[src/rtl/mem_kernel_bank.sv]
// mem_kernel_bank
//   Run-time writable store of NUM_KERNELS square KDIM x KDIM signed kernels.
//   It streams one selected kernel to the MAC stage over valid/ready and
//   provides a registered, byte-addressed random-read port for the CPU side.
//
// Ports
//   CLK, RESET                  clock, synchronous active-high reset
//   WE/WSEL/WIDX/WDATA, WERR    coefficient write; WERR pulses one cycle on a
//                               rejected write
//   START/KSEL, BUSY            launch a stream of kernel KSEL; BUSY while streaming
//   OUT_DATA/OUT_IDX/OUT_VALID/
//   OUT_READY/OUT_LAST          coefficient stream, one word per handshake
//   ADDRESS, READ               byte address (word = ADDRESS>>2), 1-cycle read
//
// Build option
//   KERNEL_SUM_EN  adds KSUM / KSUM_VALID: the signed sum of the streamed
//                  kernel, valid the cycle after the final handshake.
module mem_kernel_bank #(
  parameter int SIZE        = 16,
  parameter int KDIM        = 3,
  parameter int NUM_KERNELS = 4,
  parameter int ADDR_W      = 16,
  localparam int N    = KDIM * KDIM,
  localparam int KSW  = (NUM_KERNELS > 1) ? $clog2(NUM_KERNELS) : 1,
  localparam int IW   = (N > 1) ? $clog2(N) : 1,
  localparam int SUMW = SIZE + $clog2(N) + 1
) (
  input  logic              CLK,
  input  logic              RESET,
  input  logic              WE,
  input  logic [KSW-1:0]    WSEL,
  input  logic [IW-1:0]     WIDX,
  input  logic [SIZE-1:0]   WDATA,
  output logic              WERR,
  input  logic              START,
  input  logic [KSW-1:0]    KSEL,
  output logic              BUSY,
  output logic [SIZE-1:0]   OUT_DATA,
  output logic [IW-1:0]     OUT_IDX,
  output logic              OUT_VALID,
  input  logic              OUT_READY,
  output logic              OUT_LAST,
  input  logic [ADDR_W-1:0] ADDRESS,
  output logic [SIZE-1:0]   READ
`ifdef KERNEL_SUM_EN
  ,
  output logic signed [SUMW-1:0] KSUM,
  output logic                   KSUM_VALID
`endif
);

  localparam int WORDS = NUM_KERNELS * N;
  localparam int LW    = (WORDS > 1) ? $clog2(WORDS) : 1;

  typedef enum logic {IDLE = 1'b0, STREAM = 1'b1} state_t;

  state_t                      state_q, state_d;
  logic [WORDS-1:0][SIZE-1:0]  mem;
  logic [KSW-1:0]              ksel_q;
  logic                        hs, start_ok, wr_ok;
  logic [LW-1:0]               wr_addr, st_addr;
  logic [KSW-1:0]              ld_sel;
  logic [IW-1:0]               nxt_idx;
  logic [ADDR_W-3:0]           rd_word;
  logic                        unused_addr_bits;

  assign hs       = (state_q == STREAM) && OUT_READY;
  assign start_ok = (state_q == IDLE) && START;

  // The active kernel is write-protected so a stream always sees one
  // consistent snapshot. Out-of-range kernel selects (non power-of-two
  // NUM_KERNELS) are rejected the same way as out-of-range indices.
  assign wr_ok   = WE && (int'(WIDX) < N) && (int'(WSEL) < NUM_KERNELS) &&
                   !((state_q == STREAM) && (WSEL == ksel_q));
  assign wr_addr = LW'(WSEL) * LW'(N) + LW'(WIDX);

  // ---------------- storage ----------------
  always_ff @(posedge CLK) begin
    if (RESET)      mem <= '0;
    else if (wr_ok) mem[wr_addr] <= WDATA;
  end

  always_ff @(posedge CLK) begin
    if (RESET) WERR <= 1'b0;
    else       WERR <= WE && !wr_ok;
  end

  // ---------------- random read ----------------
  // Registered read of pre-edge storage, so a same-cycle write to the same
  // word returns the old value.
  assign rd_word          = ADDRESS[ADDR_W-1:2];
  assign unused_addr_bits = ^ADDRESS[1:0];

  always_ff @(posedge CLK) begin
    if (RESET)                         READ <= '0;
    else if (int'(rd_word) < WORDS)    READ <= mem[LW'(rd_word)];
    else                               READ <= '0;
  end

  // ---------------- stream FSM ----------------
  always_ff @(posedge CLK) begin
    if (RESET) state_q <= IDLE;
    else       state_q <= state_d;
  end

  always_comb begin
    state_d = state_q;
    case (state_q)
      IDLE:    if (START) state_d = STREAM;
      STREAM:  if (OUT_READY && OUT_LAST) state_d = IDLE;
      default: state_d = IDLE;
    endcase
  end

  always_comb begin
    BUSY      = (state_q == STREAM);
    OUT_VALID = (state_q == STREAM);
  end

  // Word to load into the output register: index 0 of KSEL on launch,
  // otherwise the next index of the latched kernel.
  always_comb begin
    ld_sel  = ksel_q;
    nxt_idx = OUT_IDX + 1'b1;
    if (state_q == IDLE) begin
      ld_sel  = KSEL;
      nxt_idx = '0;
    end
    st_addr = LW'(ld_sel) * LW'(N) + LW'(nxt_idx);
  end

  always_ff @(posedge CLK) begin
    if (RESET) begin
      ksel_q   <= '0;
      OUT_DATA <= '0;
      OUT_IDX  <= '0;
      OUT_LAST <= 1'b0;
    end else if (start_ok) begin
      ksel_q   <= KSEL;
      OUT_DATA <= mem[st_addr];
      OUT_IDX  <= '0;
      OUT_LAST <= (N == 1);
    end else if (hs) begin
      if (OUT_LAST) begin
        OUT_LAST <= 1'b0;
      end else begin
        OUT_DATA <= mem[st_addr];
        OUT_IDX  <= nxt_idx;
        OUT_LAST <= (int'(nxt_idx) == N - 1);
      end
    end
  end

`ifdef KERNEL_SUM_EN
  // KSUM doubles as the accumulator: it clears on launch, integrates each
  // accepted word, and is left holding the total once the stream ends.
  always_ff @(posedge CLK) begin
    if (RESET) begin
      KSUM       <= '0;
      KSUM_VALID <= 1'b0;
    end else begin
      KSUM_VALID <= hs && OUT_LAST;
      if (start_ok) KSUM <= '0;
      else if (hs)  KSUM <= KSUM + SUMW'($signed(OUT_DATA));
    end
  end
`endif

endmodule
[config.mk]
export PLATFORM = sky130hd
export DESIGN_NAME = mem_kernel_bank
export DESIGN_NICKNAME = d
export VERILOG_FILES = /design/src/rtl/mem_kernel_bank.sv
export SDC_FILE = /design/constraint.sdc
export NUM_CORES = 2
export LEC_CHECK = 0
export BUFFER_PORTS_ARGS = -buffer_cell sky130_fd_sc_hd__buf_2
export CAP_MARGIN = 20
export CORE_MARGIN = 2
export CORE_UTILIZATION = 30
export DETAILED_ROUTE_END_ITERATION = 12
export SLEW_MARGIN = 10
export SYNTH_ARGS = -nofsm -noshare
export SYNTH_HDL_FRONTEND = slang
export SYNTH_SLANG_ARGS = --single-unit
[constraint.sdc]
create_clock -name CLK -period 10.1 [get_ports CLK]
set_input_delay 0.505 -clock CLK [delete_from_list [all_inputs] [get_ports CLK]]
set_output_delay 0.505 -clock CLK [all_outputs]
set_load 0.05 [all_outputs]
==> results by group <==
Global routing
  – First-pass GRT wire length: about 150000 um
  – Largest net degree at the start of global routing: roughly 200
  – Total congestion overflow: 0
  – Tot GR Track Use: a little under a fifth
  – Initial antenna violation count: 9
  – Vias in the first global route: between 20000 and 25000

Clock tree
  – Hold-fix buffers, CTS: 0
  – Root Buffer: clkbuf_16
  – Clock transition at path regs: 0.06 ns
  – Post CTS Setup Buffer Count: 0
  – CTS resizes: 0
  – Cts bufs inserted: 66
  – Clk Latency, worst-skew pair: 0.61 ns
  – Clock H-tree levels: 3
  – CTS sink count: between 600 and 700
  – CTS max path bufs: 3
  – CTS tree: done

Routing
  – Total Wirelength: between 100000 and 150000 um
  – Vias: 23600
  – DRT iter0 DRCs: 2263
  – Drt drc: 0
  – Initial DRT Pass Iterations: 6
  – Avg Vias per Cell: ~5.5
  – Per-cell routed wire length: 23.5 um
  – Detail Route Antenna Nets: 0

Worst setup path
  – CP Capture Type: flip-flop
  – Reg-to-reg startpoint: BUSY
  – CP Max Fanout: 41
  – Worst setup path startpoint: BUSY
  – CP required: between 10 and 15 ns
  – Worst Path Arrival: approximately 5.4 ns
  – CP startpoint kind: flip-flop
  – CP Class: flip-flop to flip-flop

STA
  – Fin crit period: 4.96 ns
  – Slew margin rel.: a little under a fifth
  – Final setup viols: 0
  – F_max: 202 MHz
  – Clock skew: between 0.02 and 0.025 ns
  – Setup TNS: 0 ns
  – WHS: approximately 0.13 ns
  – Slew Limit Fails: 0
  – Setup WS post-layout: around 5.1 ns
  – Part of the cycle the worst path needs: between 40 and 50%
  – RSZ-0062 raised after global routing: no
  – Worst slew pin tran: 1.23 ns
  – Final Hold Viols: 0

Synth
  – Post-synth EDFFs: 0
  – Warnings from Yosys: 0
  – Seq cells post-synth: between 600 and 700
  – Fraction of registers with async set/reset: 0%
  – Syn Inst Count: 2959
  – Dominant synthesized flop cell: dfxtp_1
  – Netlist cell types: 62
  – Mapped cell area: roughly 32000 um^2
  – Seq/Total Area, Yosys: 39.0%
  – Synth Area per Inst: between 10 and 15 um^2
  – Mapped Nets: approximately 3000

Floorplanning
  – Site Rows: 119
  – Core Area: about 100000 um^2
  – Die ar.: between 100000 and 150000 um^2
  – IO Pins: 85
  – Initial Util: roughly 30%
  – Die W: between 300 and 400 um
  – Die Y: around 330 um

Power and ir drop
  – Maximum VDD drop: ~120 uV
  – Pwr per Cell Area: ~160 nW/um^2
  – Leakage power: between 0.01 and 0.015 uW

Layout
  – Layout cells sized above 1: between 20% and 30%
  – Layout Nets: 2916
  – Area growth, synth to finish: 11.5%
  – Final std cells w/o fill: approximately 4300
  – Fill cells: ~10000

Worst hold path
  – Min-delay src: OUT_READY
  – Worst hold path class: input pin to flip-flop

Placement
  – I/O Buffers: slightly above 80
  – Placed insts: 4180
  – Post-DP HPWL: about 57000 um
  – GPL Wtd Cong: a little over 0.8
  – Worst slack, placed: a little over 5 ns

Outcome
  – Status: completed

Flow run
  – Max Cap Violations: 0
## registers in the layout, summed over array words and instances (netlist names)
register and flops:
OUT_DATA 16, BUSY 1, READ 16, OUT_LAST 1, WERR 1, OUT_IDX 4
ksel_q 2, mem 576
## cell usage in the layout (no fill, tap or decap), drive strengths merged, types with 3 or more instances in the layout
cell / count
a21oi: 185
and2: 7
and3: 4
buf: 133
bufinv: 6
clkbuf: 99
clkinv: 9
dfxtp: 617
ha: 12
inv: 8
mux2i: 453
mux4: 335
nand2: 231
nand3: 224
nor2: 480
nor2b: 4
nor3: 6
o211a: 14
o22ai: 15
o31ai: 4
or3b: 14
xnor2: 5
xor2: 3
## synth_stat cells, drive strengths merged (3+ instances only)
master | count | area, um^2
dfxtp | 617 | 12400
o22ai | 15 | 93.8
xor2 | 3 | 26.3
mux2i | 453 | 4560
a21oi | 185 | 930
mux4 | 335 | 7560
xnor2 | 5 | 43.8
nor3 | 6 | 35.0
and2 | 7 | 43.8
nor2 | 480 | 1860
inv | 7 | 26.3
nand2 | 231 | 882
or3b | 14 | 123
and3 | 4 | 30.0
buf | 116 | 572
o31ai | 4 | 30.0
clkbuf | 187 | 702
o211a | 14 | 140
nand3 | 224 | 1120
nor2b | 4 | 25.0
ha | 12 | 150
## area by class of cell
class / instances / area [um^2] / share of cell area [%]
Sequential cell: 617 / 12400 / 35.0
Clock buffer: 99 / 2010 / 5.70
Inverter: 7 / 26.3 / 0.0744
Multi-Input combinational cell: 2032 / 18100 / 51.2
Antenna cell: 2 / 5.00 / 0.0142
Timing Repair Buffer: 133 / 857 / 2.43
Tap cell: 1391 / 1740 / 4.93
Clock inverter: 16 / 238 / 0.673
## per-layer routing
layer	vias to the layer above	track usage, %	wire length (um)
li1	10500	-	-
met5	-	0	0
met1	11900	23.8	40800
met4	0	9.18	4740
met3	217	2.90	7470
met2	950	30.0	48000
## path summary, 6_finish.rpt
kind                        to  slack, ns  depth (start not counted)
hold reg to reg       mem[189]       0.47                          2
setup / recovery  OUT_DATA[10]       5.14                          9
setup reg to reg  OUT_DATA[10]       5.14                          9
hold / removal            BUSY       0.13                          2
## critical path: stages, from the launching register on
cell and delay, ns:
dfxtp_1 0.70, mux2i_4 0.39, inv_2 0.11, ha_4 0.79, buf_4 0.82, mux4_2 0.58, and4_2 0.25, a31oi_1 0.12
nor4b_1 0.86, o31ai_1 0.13
## cells by family after synthesis
group                    count (synthesis)  synth area share (%)
XOR/XNOR                                 8                 0.221
AO/OA/AOI/OAI                          236                  4.35
flip-flops                             617                  39.0
AND/OR/NAND/NOR                        984                  13.4
multiplexers                           790                  38.3
adder cells (fa/ha/maj)                 14                 0.601
buffers and inverters                  310                  4.11
## power breakdown
group / internal (uW) / leakage (uW) / switching [uW]
Clock: 1530 / 0.00111 / 1030
Sequential: 2450 / 0.00497 / 16.4
Combinational: 196 / 0.00686 / 428
Total: 4180 / 0.0129 / 1470
## per-stage QoR
step,utilization [%],area [um^2],power (uW)
4_1_cts,33.6,35300,5690
6_report,33.6,35300,5650
5_1_grt,33.6,35300,5820
3_5_place_dp,31.5,33100,3140
2_1_floorplan,-,31700,2960
3_3_place_gp,31.5,33100,3140
Power figures use the tool's default switching activity.
